--- config.mk ---
export PLATFORM = sky130hd
export DESIGN_NAME = cud_arbiter_seq
export DESIGN_NICKNAME = d
export VERILOG_FILES = /design/src/rtl/cud_arbiter_seq.sv
export SDC_FILE = /design/constraint.sdc
export NUM_CORES = 1
export LEC_CHECK = 0
export BUFFER_PORTS_ARGS = -buffer_cell sky130_fd_sc_hd__buf_4
export CAP_MARGIN = 40
export CORE_MARGIN = 3
export CORE_UTILIZATION = 45
export CTS_BUF_LIST = sky130_fd_sc_hd__clkbuf_16
export CTS_CLUSTER_DIAMETER = 200
export CTS_CLUSTER_SIZE = 8
export DETAILED_ROUTE_END_ITERATION = 12
export GPL_TIMING_DRIVEN = 0
export PLACE_DENSITY = 0.76
export REMOVE_ABC_BUFFERS = 1
export SETUP_SLACK_MARGIN = 0.3
export SKIP_CTS_REPAIR_TIMING = 1
export SLEW_MARGIN = 10
export SYNTH_ARGS = -nofsm -noshare
export SYNTH_HDL_FRONTEND = slang
export SYNTH_SLANG_ARGS = --single-unit
--- constraint.sdc ---
create_clock -name clk -period 1.8 [get_ports clk]
set_input_delay 0.09 -clock clk [delete_from_list [all_inputs] [get_ports clk]]
set_output_delay 0.09 -clock clk [all_outputs]
set_load 0.005 [all_outputs]
--- src/rtl/cud_arbiter_seq.sv ---
// Round-robin arbiter that grants one of two requesters the shared up/down counter
// and drives its direction and count-enable for the requested number of steps.
module cud_arbiter_seq #(
  parameter int unsigned WIDTH = 2,
  parameter int unsigned STEPW = 4
) (
  input  logic             clk,
  input  logic             reset,
  input  logic             req0_valid,
  input  logic             req0_dir,
  input  logic [STEPW-1:0] req0_steps,
  output logic             req0_ready,
  input  logic             req1_valid,
  input  logic             req1_dir,
  input  logic [STEPW-1:0] req1_steps,
  output logic             req1_ready,
  input  logic [WIDTH-1:0] cnt_q,
  input  logic             cnt_l,
  output logic             cnt_x,
  output logic             cnt_en,
  output logic             busy,
  output logic             grant_id,
  output logic             done,
  output logic             done_id,
  output logic             done_sat,
  output logic [WIDTH-1:0] done_q
);

  typedef enum logic [1:0] {
    IDLE = 2'd0,
    RUN  = 2'd1,
    DONE = 2'd2
  } state_e;

  state_e           state_q;
  logic             rr_q;
  logic             dir_q;
  logic             gid_q;
  logic             sat_q;
  logic [STEPW-1:0] rem_q;

  logic             any_valid_c;
  logic             win_c;
  logic             hs_c;
  logic             win_dir_c;
  logic [STEPW-1:0] win_steps_c;

  // Winner: the lone valid requester, or the one rr points at when both are valid.
  always_comb begin
    any_valid_c = req0_valid | req1_valid;
    win_c       = (req0_valid & req1_valid) ? rr_q : req1_valid;
    hs_c        = (state_q == IDLE) & any_valid_c;
    win_dir_c   = win_c ? req1_dir : req0_dir;
    win_steps_c = win_c ? req1_steps : req0_steps;
  end

  assign req0_ready = hs_c & ~win_c;
  assign req1_ready = hs_c & win_c;

  always_ff @(posedge clk) begin
    if (!reset) begin
      state_q <= IDLE;
      rr_q    <= 1'b0;
      dir_q   <= 1'b0;
      gid_q   <= 1'b0;
      sat_q   <= 1'b0;
      rem_q   <= '0;
    end else begin
      case (state_q)
        IDLE: begin
          if (hs_c) begin
            dir_q   <= win_dir_c;
            gid_q   <= win_c;
            rr_q    <= ~win_c;
            rem_q   <= win_steps_c;
            sat_q   <= 1'b0;
            state_q <= (win_steps_c == '0) ? DONE : RUN;
          end
        end
        RUN: begin
          // A limit hit stalls the counter and ends the command early.
          if (cnt_l) begin
            sat_q   <= 1'b1;
            state_q <= DONE;
          end else begin
            rem_q <= rem_q - STEPW'(1);
            if (rem_q == STEPW'(1)) begin
              state_q <= DONE;
            end
          end
        end
        DONE: begin
          state_q <= IDLE;
        end
        default: begin
          state_q <= IDLE;
        end
      endcase
    end
  end

  // The final enable lands on the edge into DONE, so cnt_q is passed through live.
  assign cnt_x    = dir_q;
  assign cnt_en   = (state_q == RUN) & ~cnt_l;
  assign busy     = (state_q == RUN);
  assign grant_id = gid_q;
  assign done     = (state_q == DONE);
  assign done_id  = done & gid_q;
  assign done_sat = done & sat_q;
  assign done_q   = done ? cnt_q : '0;

endmodule

Yosys cells after proc, flatten, opt, wreduce, memory -nomap -nowiden:

Cells that the tools add are included.

* equality and inequality tests: 7
* multiplexer cells: 15
* reductions and logical operators: 7
* $add $sub $neg: 1
* bitwise gates (word level): 10

Operators with widths (number)
* 4-bit 2-to-1 mux: 3
* 2-bit 2-to-1 mux: 5
* 4-bit case mux with 2 select lines: 1
* 1-bit AND: 7
* 2-bit != test, second input constant: 3
* 3-bit AND reduction: 2
* 4-bit by 1-bit equality test with 1-bit output, second input constant: 1
* 4-bit zero test: 1
* 1-bit 2-to-1 mux: 4
* 2-bit case mux with 2 select lines: 1
* 2-bit AND reduction: 2
* 4-bit by 1-bit subtractor with 4-bit output, second input constant: 1
* 3-bit by 2-bit != test with 1-bit output, second input constant: 1
* 2-bit by 1-bit equality test with 1-bit output, second input constant: 1
* 2-bit equality test, second input constant: 1
* 2-bit zero test: 1
* 1-bit NOT: 2
* 1-bit case mux with 2 select lines: 1
* 2-bit nonzero test: 1
* 1-bit bitwise OR: 1

* bits in registers: 10
* output and inout bits: 11
* logic and storage cells: 46
* input bits: 17

Depth between registers and ports, before layout:

Gate-level depths: netlist (run 1).

* depth in word-level cells: 7
* gate-level depth with buffers: 5
* gate-level depth less buffers: 5

Worst setup path before layout (run 1):

Ideal clock, no wire load.

* kind: register to register
* start: reg rr_q
* end: reg rem_q[3]
* clock period less this slack: 1.320 ns
* cell stages (with the launch flop): 6
* required time: 1.684 ns
* data arrival time: 1.204 ns
* path slack: 0.480 ns
* library setup time: 0.116 ns
* buffers on the path: 1
* cell sequence: dfxtp_1 nand2b_1 buf_4 and3_1 a211o_1 a41o_1

* cells in the longest elaborated chain, start to end: 4

Ends and longest elaborated chain
* start: declaration: RTL line 36 `logic rr_q;`
* start signal: assignment: RTL line 74 `rr_q <= ~win_c;`
* 1-bit 2-to-1 mux: RTL line 51 `win_c = (req0_valid & req1_valid) ? rr_q : req1_valid;`
* 4-bit 2-to-1 mux: RTL line 54 `win_steps_c = win_c ? req1_steps : req0_steps;`
* 4-bit 2-to-1 mux: RTL line 71 `if (hs_c) begin`
* 4-bit case mux with 2 select lines: RTL line 69 `case (state_q)`
* end signal: assignment: RTL line 75 `rem_q <= win_steps_c;`
* end signal: assignment: RTL line 86 `rem_q <= rem_q - STEPW'(1);`
* end: declaration: RTL line 40 `logic [STEPW-1:0] rem_q;`

Every way passes these cells. The select of a mux whose other input is x is not followed.
A chain may end at the register's enable or synchronous reset.

Final worst setup path (run 1):

* start: reg state_q[1]
* end: out req1_ready

* cells in the longest elaborated chain, start to end: 3

Ends and longest elaborated chain
* start: declaration: RTL line 35 `state_e state_q;`
* start signal: assignment: RTL line 77 `state_q <= (win_steps_c == '0) ? DONE : RUN;`
* 2-bit zero test: RTL line 52 `hs_c = (state_q == IDLE) & any_valid_c;`
* 1-bit AND: RTL line 52
* 1-bit AND: RTL line 58 `assign req1_ready = hs_c & win_c;`
* end: declaration: RTL line 16 `output logic req1_ready,`

Every way passes these cells.

==> impl_metrics.py, run 1 <==
metrics = {
    "run_status": {
        "status": "finished, final reports clean",
    },
    "yosys": {
        "async_flop_share_pct": 0,
        "synth-seq-cells": 10,
        "yosys.cell_types.count": 34,
        "netlist_area_um2": 643,
        "yosysWarnings": 0,
        "synth_edf_count": 0,
        "synth_cells": 85,
        "ys.flop_type": "dfxtp_1",
        "ys_seq_area_share_pct": 31.1,
        "syn_area_per_cell_um2": 7.57,
    },
    "critical_path": {
        "cp.arrival_ns": 1.37,
        "critPathRequiredTime_ns": 1.71,
        "reg2reg_from": "rr_q$_SDFFE_PN0P_",
        "criticalPathCategory": "reg -> out",
        "crit_start": "state_q[1]$_SDFFE_PN0P_",
        "end_kind": "primary output",
        "crit_path_start_kind": "flip-flop",
        "cp_max_fo": 7,
    },
    "clocking": {
        "clock_latency_ns": 0.23,
        "cts.htree.levels": 1,
        "clockBufferDepth": 2,
        "cts_tree": "yes",
        "cts_made_buffers": 3,
        "cts.sinks": 10,
        "cts_root_buf": "clkbuf_16",
        "clkTransAtPathRegs_ns": 0.04,
    },
    "cells_and_area": {
        "syn_to_final_growth_pct": 44.6,
        "drive_above_1_share_pct": 33.3,
        "diodes": 0,
        "nets": 132,
    },
    "drt": {
        "ant_nets": 0,
        "viasPerCell": 5.71,
        "num_vias": 720,
        "drc": 0,
        "wl_per_cell_um": 14.3,
        "drt_iter0_drc": 5,
        "routed_wirelength_um": 1810,
        "first_pass_iters": 4,
    },
    "sta": {
        "max_freq_mhz": 686,
        "min_period_over_period_pct": 81.0,
        "slew_violations": 0,
        "whs_ns": 0.0962,
        "rsz0062_at_grt": "true",
        "fin_tns_setup_ns": 0,
        "slew_headroom_pct": 63.6,
        "period_needed_ns": 1.46,
        "worst_slew_pin_slew_ns": 0.545,
        "skew_ns": 0.00365,
        "setup_viol": 0,
        "hold_viol": 0,
    },
    "global_routing": {
        "antenna_found_initial": 0,
        "grt_use_total_pct": 20.7,
        "grt_pass1_vias": 739,
        "grt_pass1_wl_um": 2930,
        "grt_overflow_total": 0,
        "grt_max_degree": 12,
    },
    "die": {
        "core_area_um2": 1320,
        "rows": 13,
        "io_pins": 28,
        "start_util_pct": 48.8,
        "die_h_um": 43.8,
        "fp.dieW_um": 43.8,
        "die_area_um2": 1920,
    },
    "power_and_ir_drop": {
        "p_per_area_nw_per_um2": 984,
        "max-vdd-ir-drop_v": 0.000539,
        "power_mw": 0.915,
        "leakage_nw": 0.443,
    },
    "flow_run": {
        "max-cap-violations": 0,
    },
    "place": {
        "dp_hpwl_um": 1310,
        "gp_congestion": 0.816,
        "port_buffers": 27,
    },
    "hold_path": {
        "hp-class": "in -> reg",
        "min_from": "reset",
    },
}
[registers in the layout (all words and copies together) (netlist names)]
signal	flops
sat_q	1
grant_id	1
cnt_x	1
rem_q	4
state_q	2
rr_q	1
[layout by cell type, fill, tap and decap left out, drive strengths merged, types with 2 or more instances in the layout]
master | Yosys | routed
o21a | 2 | 2
nand2 | 6 | 6
a21oi | 7 | 7
clkbuf | 1 | 3
o21ai | 3 | 3
a31oi | 2 | 2
nor3 | 4 | 4
ha | 2 | 2
dfxtp | 10 | 10
nor2 | 8 | 8
and3 | 2 | 2
buf | 3 | 27
inv | 6 | 6
nand3 | 6 | 6
and2 | 4 | 4
nor4 | 2 | 2
and2b | 2 | 2
[critical path, cell delays in order (launching register included)]
cell,delay [ns]
dfxtp_1,0.38
nor3_2,0.39
nand3_1,0.16
inv_1,0.10
buf_4,0.11
[through the flow]
step	cell area [um^2]	cells	utilization, %	setup WS [ns]
after floorplan	622	81	-	0.489
after global placement	843	123	64.0	0.398
after detailed placement	843	123	64.0	0.388
after CTS	918	126	69.7	0.159
after global routing	930	126	70.6	0.267
final	930	126	70.6	0.341
[synth_stat cells, drive strengths merged (2+ instances only)]
library cell   n  area share [%]
dfxtp         10              31
nor2           8             4.7
a21oi          7             5.4
inv            6             3.5
nand2          6             3.5
nand3          6             4.7
and2           4             3.9
nor3           4             3.1
buf            3             2.7
o21ai          3             2.3
a31oi          2             1.9
and2b          2             2.5
and3           2             1.9
ha             2             3.9
nor4           2             1.9
o21a           2             2.3
[final timing paths]
check / to / slack (ns) / cells after the start
min reg2reg: grant_id$_SDFFE_PN0P_ / 0.46 / 2
min: rem_q[0]$_SDFFE_PN0P_ / 0.1 / 2
max: req1_ready / 0.34 / 4
max reg2reg: rem_q[3]$_SDFFE_PN0P_ / 0.36 / 4
[cell families after synthesis]
logic type               after synthesis  synth area share [%]
AND/OR/NAND/NOR                       39                  31.9
AO/OA/AOI/OAI                         22                  23.2
buffers and inverters                 10                  6.81
flip-flops                            10                  31.1
adder cells (fa/ha/maj)                2                  3.89
XOR/XNOR                               1                  1.36
multiplexers                           1                  1.75
[final cells by class]
class,instances,area [um^2]
inverter,6,22.5
multi-input combinational,65,409
sequential,10,201
tap,15,18.8
timing repair buffer,27,203
fill,115,388
clock buffer,3,75.1
[where the power goes]
part           internal, mW  switching (mW)
clock                 0.287          0.0946
sequential            0.253          0.0318
combinational         0.128           0.121
[layer usage]
| metal | vias to the layer above | routed length, um | global-route usage [%] |
|---|---|---|---|
| li1 | 355 | - | - |
| met1 | 336 | 769 | 22.5 |
| met2 | 27 | 897 | 35.2 |
| met3 | 2 | 131 | 6.22 |
| met4 | 0 | 8 | 11.4 |
| met5 | - | 0 | 0 |
Note: power is estimated with default switching activity, not from simulation.
==> run 2: changes to the inputs <==
ABC_AREA = 1   (was not set)
CORE_UTILIZATION = 41   (was 45)
PLACE_DENSITY = 0.73   (was 0.76)
clock period = 1.3 ns   (was 1.8 ns; I/O delays follow)
==> run 2 against run 1 <==
Non-clock buffer count up 5. Critical path depth is the same. Via count is 4.2% higher. Synthesized cell count rose by 20%. Count of clock-buffer cells in the layout stayed put. Sequential power grew 37%. Flip-flop and latch count stayed put. Clock skew is 0.0020 ns lower. Die area up 14%. Register-to-register slack got worse by 0.23 ns. Wire length shrank 5.0%. Final area increased by 14%. Critical path type unchanged. Critical endpoint is now req0_ready. Largest power group unchanged.
==> impl_metrics.py, run 2 <==
metrics = {
    "sta": {
        "whs_ns": 0.103,
        "fin_tns_setup_ns": 0,
        "period_needed_ns": 1.18,
        "slew_violations": 0,
        "skew_ns": 0.00168,
        "hold_viol": 0,
        "setup_viol": 0,
        "min_period_over_period_pct": 90.9,
        "worst_slew_pin_slew_ns": 0.240,
        "slew_headroom_pct": 83.9,
        "max_freq_mhz": 846,
        "rsz0062_at_grt": "true",
        "fin_ws_ns": 0.118,
    },
    "yosys": {
        "ys_seq_area_share_pct": 29.4,
        "synth-seq-cells": 10,
        "synth.largest_area_cell": "dfxtp_1",
        "netlist_area_um2": 682,
        "synth_cells": 102,
        "yosys.cell_types.count": 22,
        "synth_most_common_cell": "nand2_1",
        "synth_edf_count": 0,
        "netlist.area_leader.share_pct": 29.4,
        "yosys-top-cells-count": "nand2_1, inv_1, nor2_1",
        "syn_area_per_cell_um2": 6.69,
        "yosysWarnings": 0,
        "synth_top_cells_by_area": "dfxtp_1, nand2_1, inv_1, nor2_1, nand3_1",
        "async_flop_share_pct": 0,
        "ys.flop_type": "dfxtp_1",
    },
    "critical_path": {
        "critPathRequiredTime_ns": 1.24,
        "end_kind": "primary output",
        "crit_start": "state_q[0]$_SDFFE_PN0P_",
        "endpoint": "req0_ready",
        "reg2reg_from": "state_q[0]$_SDFFE_PN0P_",
        "crit_path_start_kind": "flip-flop",
        "criticalPathCategory": "reg -> out",
        "regToRegSetupSlack_ns": 0.13,
        "r2r_end": "rem_q[2]$_SDFFE_PN0P_",
        "cp_max_fo": 5,
        "cp.arrival_ns": 1.12,
        "rr_worst_depth": 7,
    },
    "clocking": {
        "cts_root_buf": "clkbuf_16",
        "cts_tree": "yes",
        "clkTransAtPathRegs_ns": 0.04,
        "cts.sinks": 10,
        "cts.htree.levels": 1,
        "clockBufferDepth": 2,
        "cts_made_buffers": 3,
        "clock_latency_ns": 0.23,
    },
    "cells_and_area": {
        "top_regs": "rem_q (4), state_q (2)",
        "final_common_cell": "buf_4",
        "final_cell_mix": "buf_4, nand2_1, inv_1, nor2_1, nand3_1",
        "post-route-util_pct": 69.0,
        "final_cell_count_no_fill": 152,
        "top_register": "rem_q",
        "diodes": 0,
        "syn_to_final_growth_pct": 56.0,
        "nets": 157,
        "drive_above_1_share_pct": 44.1,
        "largest_register_ffs": 4,
    },
    "power_and_ir_drop": {
        "p_per_area_nw_per_um2": 1370,
        "leakage_nw": 0.533,
        "max-vdd-ir-drop_v": 0.000630,
        "power.share.clock_pct": 37.1,
        "power_frac_comb_pct": 36.0,
        "p_switching_mw": 0.458,
        "swShare_pct": 31.5,
        "internal_power_mw": 0.994,
        "pwr-share-seq_pct": 26.9,
    },
    "die": {
        "start_util_pct": 44.2,
        "io_pins": 28,
        "fp.dieW_um": 46.8,
        "rows": 14,
        "die_h_um": 46.8,
        "core_area_um2": 1540,
        "die_area_um2": 2190,
    },
    "drt": {
        "ant_nets": 0,
        "first_pass_iters": 4,
        "drc": 0,
        "wl_per_cell_um": 11.3,
        "viasPerCell": 4.93,
        "drt_iter0_drc": 21,
        "routed_wirelength_um": 1720,
        "num_vias": 750,
    },
    "global_routing": {
        "grt_pass1_vias": 661,
        "grt_use_total_pct": 17.7,
        "grt_pass1_wl_um": 2750,
        "antenna_found_initial": 0,
        "grt_overflow_total": 0,
        "grt_max_degree": 9,
    },
    "place": {
        "port_buffers": 27,
        "dp_slack_ns": 0.0386,
        "dp_hpwl_um": 1270,
        "dpl.cell_count": 144,
        "gp_congestion": 0.781,
    },
    "flow_run": {
        "max-cap-violations": 0,
    },
    "hold_path": {
        "hp-class": "in -> reg",
    },
    "run_status": {
        "status": "finished, final reports clean",
    },
}
## run 2: cell families (layout without fill, tap and decap cells)
logic type,count (synthesis),in the layout,synth area share [%]
flip-flops,10,10,29.4
AND/OR/NAND/NOR,54,54,37.8
AO/OA/AOI/OAI,17,17,16.5
buffers and inverters,18,52,11.4
adder cells (fa/ha/maj),2,2,3.67
XOR/XNOR,1,1,1.28
## run 2: layout make-up
| class | count | area (um^2) |
|---|---|---|
| Inverter | 17 | 66.3 |
| Tap cell | 16 | 20.0 |
| Multi-Input combinational cell | 74 | 452 |
| Clock buffer | 3 | 75.1 |
| Timing Repair Buffer | 32 | 244 |
| Sequential cell | 10 | 206 |
| Fill cell | 134 | 478 |
## run 2: worst min path at each step
stage,from,endpoint,cells after the start
floorplan,cnt_l,cnt_en,1
global placement,reset,cnt_x$_SDFFE_PN0P_,3
detailed placement,reset,cnt_x$_SDFFE_PN0P_,3
CTS,reset,cnt_x$_SDFFE_PN0P_,3
global route,reset,grant_id$_SDFFE_PN0P_,2
finish,reset,cnt_x$_SDFFE_PN0P_,3
## run 2: through the flow
step	instance area [um^2]	power (mW)
2_1_floorplan	671	0.676
3_3_place_gp	893	0.814
3_5_place_dp	893	0.822
4_1_cts	968	1.38
5_1_grt	1060	1.54
6_report	1060	1.45
## run 2: layer usage
layer	global-route usage, %	part of all wire [%]	vias to the layer above
li1	-	-	391
met1	22.4	44	330
met2	29.0	49	25
met3	3.45	5.7	4
met4	8.29	1.6	0
met5	0	0	-
## run 2: power by group through the flow
stage                     clock network (mW)  logic (mW)  registers [mW]
final                                  0.539       0.523           0.390
after CTS                              0.548       0.446           0.381
after global routing                   0.566       0.582           0.396
after global placement                     0       0.430           0.384
after detailed placement                   0       0.436           0.386
after floorplan                            0       0.294           0.382
## run 2: critical path, stage by stage (launching register included)
cell and delay [ns]:
dfxtp_4 0.35, nor2_4 0.13, o21ai_4 0.10, a21oi_2 0.16, buf_4 0.14
